--- src/rtl/mcycle_ctrl_pkg.sv ---
// Shared definitions for the multi-cycle multiply/divide controller:
// operation encodings, FSM state encoding and the default datapath width.
package mcycle_ctrl_pkg;

   localparam int unsigned WIDTH_DEF = 32;

   typedef enum logic [1:0] {
      OP_SMUL = 2'b00,
      OP_UMUL = 2'b01,
      OP_SDIV = 2'b10,
      OP_UDIV = 2'b11
   } mcycle_op_e;

   typedef enum logic {
      S_IDLE      = 1'b0,
      S_COMPUTING = 1'b1
   } state_e;

   function automatic logic op_is_div(input mcycle_op_e op);
      return op inside {OP_SDIV, OP_UDIV};
   endfunction

   function automatic logic op_is_signed(input mcycle_op_e op);
      return op inside {OP_SMUL, OP_SDIV};
   endfunction

endpackage

--- src/rtl/mcycle_step.sv ---
// One iteration of the shared shift-add (multiply) / restoring
// shift-subtract (divide) datapath acting on the {hi, lo} working pair.
module mcycle_step
   import mcycle_ctrl_pkg::*;
#(
   parameter int unsigned WIDTH = WIDTH_DEF
) (
   input  mcycle_op_e       op,
   input  logic [WIDTH-1:0] hi,
   input  logic [WIDTH-1:0] lo,
   input  logic [WIDTH-1:0] opnd,
   output logic [WIDTH-1:0] hi_next,
   output logic [WIDTH-1:0] lo_next
);

   logic [WIDTH:0]   sum;
   logic [WIDTH:0]   shifted;
   logic [WIDTH-1:0] diff;
   logic             borrow;

   assign sum     = {1'b0, hi} + {1'b0, opnd};
   assign shifted = {hi, lo[WIDTH-1]};
   assign borrow  = shifted < {1'b0, opnd};
   // The partial remainder always stays below the divisor, so the low WIDTH bits of the difference suffice.
   assign diff    = shifted[WIDTH-1:0] - opnd;

   always_comb begin
      hi_next = hi;
      lo_next = lo;
      if (op_is_div(op)) begin
         hi_next = borrow ? shifted[WIDTH-1:0] : diff;
         lo_next = {lo[WIDTH-2:0], ~borrow};
      end else if (lo[0]) begin
         {hi_next, lo_next} = {sum, lo[WIDTH-1:1]};
      end else begin
         {hi_next, lo_next} = {1'b0, hi, lo[WIDTH-1:1]};
      end
   end

endmodule

--- src/rtl/mcycle_ctrl.sv ---
// Multi-cycle multiply/divide controller: captures operands on Start, runs
// WIDTH iterations on absolute values, then applies signs and registers results.
module mcycle_ctrl
   import mcycle_ctrl_pkg::*;
#(
   parameter int unsigned WIDTH = WIDTH_DEF
) (
   input  logic             CLK,
   input  logic             RESET,
   input  logic             Start,
   input  logic [1:0]       MCycleOp,
   input  logic [WIDTH-1:0] Operand1,
   input  logic [WIDTH-1:0] Operand2,
   output logic [WIDTH-1:0] Result1,
   output logic [WIDTH-1:0] Result2,
   output logic             Busy,
   output logic             Done
);

   localparam int unsigned    CW   = $clog2(WIDTH) + 1;
   localparam logic [CW-1:0]  LAST = CW'(WIDTH - 1);

   state_e           state, state_next;
   logic             capture, last;
   logic [CW-1:0]    count;
   mcycle_op_e       op_in, op_q;
   logic [WIDTH-1:0] hi, lo, opnd, op1_q;
   logic [WIDTH-1:0] hi_next, lo_next;
   logic             neg_a, neg_b, div_zero;
   logic             sign1, sign2;
   logic [WIDTH-1:0] abs1, abs2, res1, res2;
   logic [2*WIDTH-1:0] prod;

   assign op_in = mcycle_op_e'(MCycleOp);

   always_ff @(posedge CLK or posedge RESET) begin
      if (RESET) state <= S_IDLE;
      else       state <= state_next;
   end

   always_comb begin
      state_next = state;
      capture    = 1'b0;
      last       = 1'b0;
      Busy       = 1'b0;
      case (state)
         S_IDLE: begin
            Busy = Start;
            if (Start) begin
               capture    = 1'b1;
               state_next = S_COMPUTING;
            end
         end
         S_COMPUTING: begin
            Busy = 1'b1;
            if (count == LAST) begin
               last       = 1'b1;
               state_next = S_IDLE;
            end
         end
         default: state_next = S_IDLE;
      endcase
   end

   always_comb begin
      sign1 = op_is_signed(op_in) & Operand1[WIDTH-1];
      sign2 = op_is_signed(op_in) & Operand2[WIDTH-1];
      abs1  = sign1 ? -Operand1 : Operand1;
      abs2  = sign2 ? -Operand2 : Operand2;
   end

   mcycle_step #(.WIDTH(WIDTH)) u_step (
      .op      (op_q),
      .hi      (hi),
      .lo      (lo),
      .opnd    (opnd),
      .hi_next (hi_next),
      .lo_next (lo_next)
   );

   // Final results are formed from the last step's outputs so they register on the same edge.
   always_comb begin
      prod = {hi_next, lo_next};
      res1 = lo_next;
      res2 = hi_next;
      if (!op_is_div(op_q)) begin
         {res2, res1} = neg_a ? -prod : prod;
      end else if (div_zero) begin
         res1 = '1;
         res2 = op1_q;
      end else begin
         res1 = neg_a ? -lo_next : lo_next;
         res2 = neg_b ? -hi_next : hi_next;
      end
   end

   always_ff @(posedge CLK or posedge RESET) begin
      if (RESET) begin
         op_q     <= OP_SMUL;
         count    <= '0;
         hi       <= '0;
         lo       <= '0;
         opnd     <= '0;
         op1_q    <= '0;
         neg_a    <= 1'b0;
         neg_b    <= 1'b0;
         div_zero <= 1'b0;
         Result1  <= '0;
         Result2  <= '0;
         Done     <= 1'b0;
      end else begin
         Done <= last;
         if (capture) begin
            op_q     <= op_in;
            count    <= '0;
            op1_q    <= Operand1;
            neg_a    <= sign1 ^ sign2;
            neg_b    <= sign1;
            div_zero <= op_is_div(op_in) && (Operand2 == '0);
            hi       <= '0;
            lo       <= op_is_div(op_in) ? abs1 : abs2;
            opnd     <= op_is_div(op_in) ? abs2 : abs1;
         end else if (state == S_COMPUTING) begin
            hi    <= hi_next;
            lo    <= lo_next;
            count <= count + 1'b1;
         end
         if (last) begin
            Result1 <= res1;
            Result2 <= res2;
         end
      end
   end

endmodule

--- config.mk ---
export PLATFORM = sky130hd
export DESIGN_NAME = mcycle_ctrl
export DESIGN_NICKNAME = d
export VERILOG_FILES = /design/src/rtl/mcycle_ctrl_pkg.sv /design/src/rtl/mcycle_step.sv /design/src/rtl/mcycle_ctrl.sv
export SDC_FILE = /design/constraint.sdc
export NUM_CORES = 1
export LEC_CHECK = 0
export CELL_PAD_IN_SITES_DETAIL_PLACEMENT = 0
export CELL_PAD_IN_SITES_GLOBAL_PLACEMENT = 1
export CORE_UTILIZATION = 45
export CTS_CLUSTER_DIAMETER = 200
export DETAILED_ROUTE_END_ITERATION = 12
export GPL_ROUTABILITY_DRIVEN = 1
export PLACE_DENSITY = 0.87
export SLEW_MARGIN = 20
export SYNTH_ARGS = -nofsm -noshare
export SYNTH_HDL_FRONTEND = slang
export SYNTH_SLANG_ARGS = --single-unit
--- constraint.sdc ---
create_clock -name CLK -period 9 [get_ports CLK]
set_clock_uncertainty 0.15 [all_clocks]
set_input_delay 2.7 -clock CLK [delete_from_list [all_inputs] [get_ports CLK]]
set_output_delay 2.7 -clock CLK [all_outputs]
set_load 0.005 [all_outputs]
==> reports/metrics.yaml, run 1 <==
die_area_sq_um: 41500
max_clock_freq_mhz: 138
cp-end-kind: "primary output"
grt_max_degree: 114
cts_buffer_depth: 3
die_w_um: 204
mostFrequentLayoutCell: "nand2_1"
fill_cells: 3820
status: "complete, no violations"
drive_above_1_share: 0.0532
cp-start-kind: "input pin"
ant_nets: 0
layout_common_cells: "nand2_1, nor2_1, dfrtp_1, a21oi_1, o21ai_0"
synthCells: 2418
htreeDepth: 1
yosys_register_bits: 204
grt.total_usage: 0.351
portBuffers: 134
wl_um: 73600
synth_cell_types: 95
route.vias.total: 19500
cts_root_buf: "clkbuf_16"
route.detailed.drc: 0
grt_pass1_vias: 18000
drt_iter0_drc: 2406
synthArstFlopShare: 1.00
ys_warn_count: 0
relSlewSlack: 0.306
synthesis.nets: 2558
clock_sinks: 204
syn_area_sq_um: 18300
grt_pass1_wl_um: 112000
cts_tree: "built"
areaGrowthSynthToFinish_pct: 13.8
synth_flop_cell: "dfrtp_1"
hold_buffers: 0
post_cts_buffers: 0
fp-row-count: 73
post-route-util: 0.522
setup_viol: 0
hpwl_um: 55900
final_cells: 3006
die_h_um: 204
worstPathArrival_ps: 4410
synth-edff-count: 0
initial_core_util: 0.459
grt_setup_unrepaired: "no"
dp.cells: 2960
drt_pass1_iterations: 9
ios: 135
fin_crit_ps: 7260
critPathMaxFanout: 25
antenna_found_initial: 3
slew_violations: 0
setup_tns_ps: 0
grt-ovfl-total: 0
period_share: 0.807
hold_path_class: "reg2reg"
gp_congestion: 1.05
insertion_delay_ps: 570
via_per_inst: 6.48
clk_pin_slew_worst_paths_ps: 60
nets: 2602
worstMarginPinSlew_ps: 1030
hold_viol_final: 0
required_ps: 6150
wl_per_cell_um: 24.5
synth_seq_area_share: 0.278
maxCapViolCount: 0
cts-buffers-inserted: 25
avgSynthCellArea_sq_um: 7.58
critPathKind: "in2out"
cts_resized: 0
core-area_sq_um: 39900
-- cells in the mapped netlist (13+ instances only) --
cell type / instances / area, sq um
a211oi_1: 45 / 338
a21o_1: 20 / 150
a21oi_1: 201 / 1010
a22o_1: 16 / 140
a31oi_1: 38 / 238
and2_1: 14 / 87.6
buf_1: 19 / 71.3
buf_2: 15 / 75.1
clkbuf_1: 114 / 428
dfrtp_1: 204 / 5100
ha_1: 69 / 863
inv_1: 79 / 297
mux2i_1: 58 / 581
nand2_1: 362 / 1360
nand2b_1: 30 / 188
nand3_1: 38 / 190
nand4_1: 27 / 169
nor2_1: 221 / 830
nor2b_1: 17 / 106
nor3_1: 63 / 315
nor4_1: 18 / 113
o211a_1: 19 / 190
o211ai_1: 49 / 368
o21a_1: 13 / 97.6
o21ai_0: 192 / 961
o31ai_1: 45 / 338
or3_1: 26 / 163
or4_1: 15 / 113
xnor2_1: 109 / 955
xor2_1: 57 / 499
-- layout make-up --
type                    count  area [sq um]  share of cell area
multi-input cells        1979         12300               0.591
flip-flops and latches    204          5110               0.245
repair buffers            169          1600              0.0767
clock buffers              31           678              0.0325
well taps                 525           657              0.0315
inverters                  83           319              0.0153
clock inverters            14           153             0.00732
diodes                      1          2.50            0.000120
-- path summary, 6_finish.rpt --
check	from	endpoint	slack, ps	cells past startpoint
max in group asynchronous	RESET	op_q[1]$_DFFE_PP0P_	4670	3
hold / removal	op1_q[18]$_DFFE_PP0P_	op1_q[18]$_DFFE_PP0P_	330	2
setup / recovery	Start	Busy	1740	5
hold reg to reg	op1_q[18]$_DFFE_PP0P_	op1_q[18]$_DFFE_PP0P_	330	2
min in group asynchronous	RESET	Result2[16]$_DFFE_PP0P_	2530	2
setup reg to reg	opnd[27]$_DFFE_PP0P_	Result2[0]$_DFFE_PP0P_	2590	18
-- metrics by stage --
step | setup slack (ps) | area (sq um) | hold slack (ps)
after floorplan | 583 | 18300 | 287
after global placement | 1780 | 20000 | 307
after detailed placement | 1790 | 20000 | 311
after CTS | 1770 | 20800 | 326
after global routing | 1700 | 20900 | 346
final | 1740 | 20900 | 327
-- flip-flops by register name, summed over array words and instances, names as in the netlist, 6 cells and up --
register  flops
op1_q        32
Result1      32
Result2      32
count         6
lo           32
opnd         32
hi           32
-- routing by layer --
layer  share of wire  up-vias  track usage
met5         0.00018        -            0
met4           0.040        2        0.125
met3            0.11      158       0.0705
met2            0.43     1114        0.530
met1            0.42     9300        0.495
li1                -     8891            -
-- worst max-delay path: stages --
cell             delay [ps]
clkdlybuf4s50_1         470
nor2_2                  140
buf_4                   350
inv_1                   180
clkdlybuf4s50_1         540
-- cells by family (layout without fill, tap and decap cells) --
kind of cell    Yosys count  after routing  share of synthesized area
compound gates          782            782                      0.279
xor+xnor                166            166                     0.0793
fa+ha+maj                71             71                     0.0493
buf+inv                 235            297                     0.0504
flops                   204            204                      0.278
mux                      64             64                     0.0354
other cells               0              1                          0
simple gates            896            896                      0.228
Power of run 1 is not shown: default switching activity piles up to over one toggle a cycle in this logic, so the estimate is an artifact.
==> inputs of run 2 (changes only) <==
- clock period: 9 -> 7.4 ns (I/O delays scaled with it)
==> reports/metrics.yaml, run 2 (synthesis results as in run 1) <==
reg2reg_slack_ps: 1040
timing.hold.ws_ps: 322
areaGrowthSynthToFinish_pct: 14.2
setup_tns_ps: 0
critPathMaxFanout: 16
post_cts_buffers: 0
wl_per_cell_um: 25.8
worst-path-buf-inv: 1
hold_path_class: "reg2reg"
grt_setup_unrepaired: "no"
die_h_um: 204
core-area_sq_um: 39900
ios: 135
ff2ff_path_depth: 19
grt.total_usage: 0.371
clk_pin_slew_worst_paths_ps: 60
portBuffers: 134
multi_input_comb_area_sq_um: 12300
fin_crit_ps: 6360
status: "complete, no violations"
slew_violations: 0
grt-ovfl-total: 0
r2r-end: "Result2[28]$_DFFE_PP0P_"
crit_chain: "ha_1, a21oi_1, nor3_1, o311ai_2, and2_1, nand4_1, buf_4, o21ai_0, ha_1, and3b_1, nand2_1, nor2_1, nand2_1, or2_2, or4_1, or3_1, mux2i_1, nor3_1, a21oi_1"
grt_pass1_wl_um: 116000
mostFrequentLayoutCell: "nand2_1"
via_per_inst: 6.46
die_w_um: 204
min_from: "op1_q[23]$_DFFE_PP0P_"
worstPathArrival_ps: 6690
hold_buffers: 0
hpwl_um: 59400
drive_above_1_share: 0.0543
period_share: 0.859
cp-end-kind: "flip-flop"
nets: 2606
gp_congestion: 1.04
fp-row-count: 73
hold-path-endpoint: "op1_q[23]$_DFFE_PP0P_"
layout_common_cells: "nand2_1, nor2_1, dfrtp_1, a21oi_1, o21ai_0"
maxCapViolCount: 0
insertion_delay_ps: 580
max_clock_freq_mhz: 157
grt_pass1_vias: 17700
timing.rr.start: "hi[17]$_DFFE_PP0P_"
drt_pass1_iterations: 6
initial_core_util: 0.459
die_area_sq_um: 41500
setup_viol: 0
hold_depth: 2
hold_viol_final: 0
cp-start-kind: "flip-flop"
ant_nets: 0
relSlewSlack: 0.232
clock_sinks: 204
htreeDepth: 1
cp_slowest_cell: "or4_1"
grt_max_degree: 146
cts-buffers-inserted: 26
cts_root_buf: "clkbuf_16"
worstMarginPinSlew_ps: 1140
max_stage_delay_ps: 700
critPathTopFamily: "simple AND/OR/NAND/NOR gates"
drt_iter0_drc: 2416
route.vias.total: 19500
cts_buffer_depth: 3
antenna_found_initial: 3
critPathKind: "reg2reg"
cts_resized: 0
cts_tree: "built"
seqCellArea_sq_um: 5110
route.detailed.drc: 0
required_ps: 7730
wl_um: 77800
fill_cells: 3902
## run 2: cell count changes in the layout (fill, tap and decap cells not counted), sizes merged
| cell | previous run | this run |
|---|---|---|
| clkinvlp | 1 | 6 |
| clkinv | 11 | 6 |
| buf | 36 | 39 |
| diode | 1 | 2 |
| inv | 83 | 80 |
| clkbuf | 31 | 37 |
## run 2: worst register-to-register path: cells and delay by family, from the launching register on
| kind | cells | cell delay (ps) |
|---|---|---|
| AOI/OAI and AO/OA | 4 | 1090 |
| and+or+nand+nor | 11 | 3440 |
| DFF | 1 | 460 |
| adders and majority gates | 2 | 770 |
| muxes | 1 | 140 |
| buffers and inverters | 1 | 220 |
## run 2: worst max-delay path by stage
stage | startpoint | endpoint | depth (start not counted)
final | hi[17]$_DFFE_PP0P_ | Result2[28]$_DFFE_PP0P_ | 19
after global routing | hi[17]$_DFFE_PP0P_ | Result2[28]$_DFFE_PP0P_ | 19
after CTS | hi[17]$_DFFE_PP0P_ | Result2[28]$_DFFE_PP0P_ | 19
after detailed placement | hi[17]$_DFFE_PP0P_ | Result2[28]$_DFFE_PP0P_ | 19
after global placement | Start | Busy | 4
after floorplan | op_q[1]$_DFFE_PP0P_ | Result2[28]$_DFFE_PP0P_ | 21
## run 2: metrics by stage
step / area (sq um) / util / instances / worst slack (ps)
floorplan: 18300 / - / 2418 / 2300
global placement: 20000 / 0.502 / 2963 / 1410
detailed placement: 20000 / 0.502 / 2963 / 1270
CTS: 20900 / 0.524 / 3011 / 1210
global route: 20900 / 0.524 / 3011 / 697
finish: 20900 / 0.524 / 3013 / 1040
## run 2: routing by layer
layer | vias to the layer above | share of wire | track usage | wire length, um
li1 | 8892 | - | - | -
met1 | 9384 | 0.44 | 0.538 | 33900
met2 | 1049 | 0.43 | 0.547 | 33100
met3 | 130 | 0.11 | 0.0732 | 8250
met4 | 2 | 0.032 | 0.119 | 2520
met5 | - | 0.00017 | 0 | 13
## run 2: final cells by class
class | instances | area share
antenna | 2 | 0.000239
clock buffer | 37 | 0.0359
clock inverter | 11 | 0.00634
inverter | 83 | 0.0151
multi-input combinational | 1979 | 0.589
sequential | 204 | 0.244
tap | 525 | 0.0314
timing repair buffer | 172 | 0.0781
Power of run 2 is left out for the same reason.
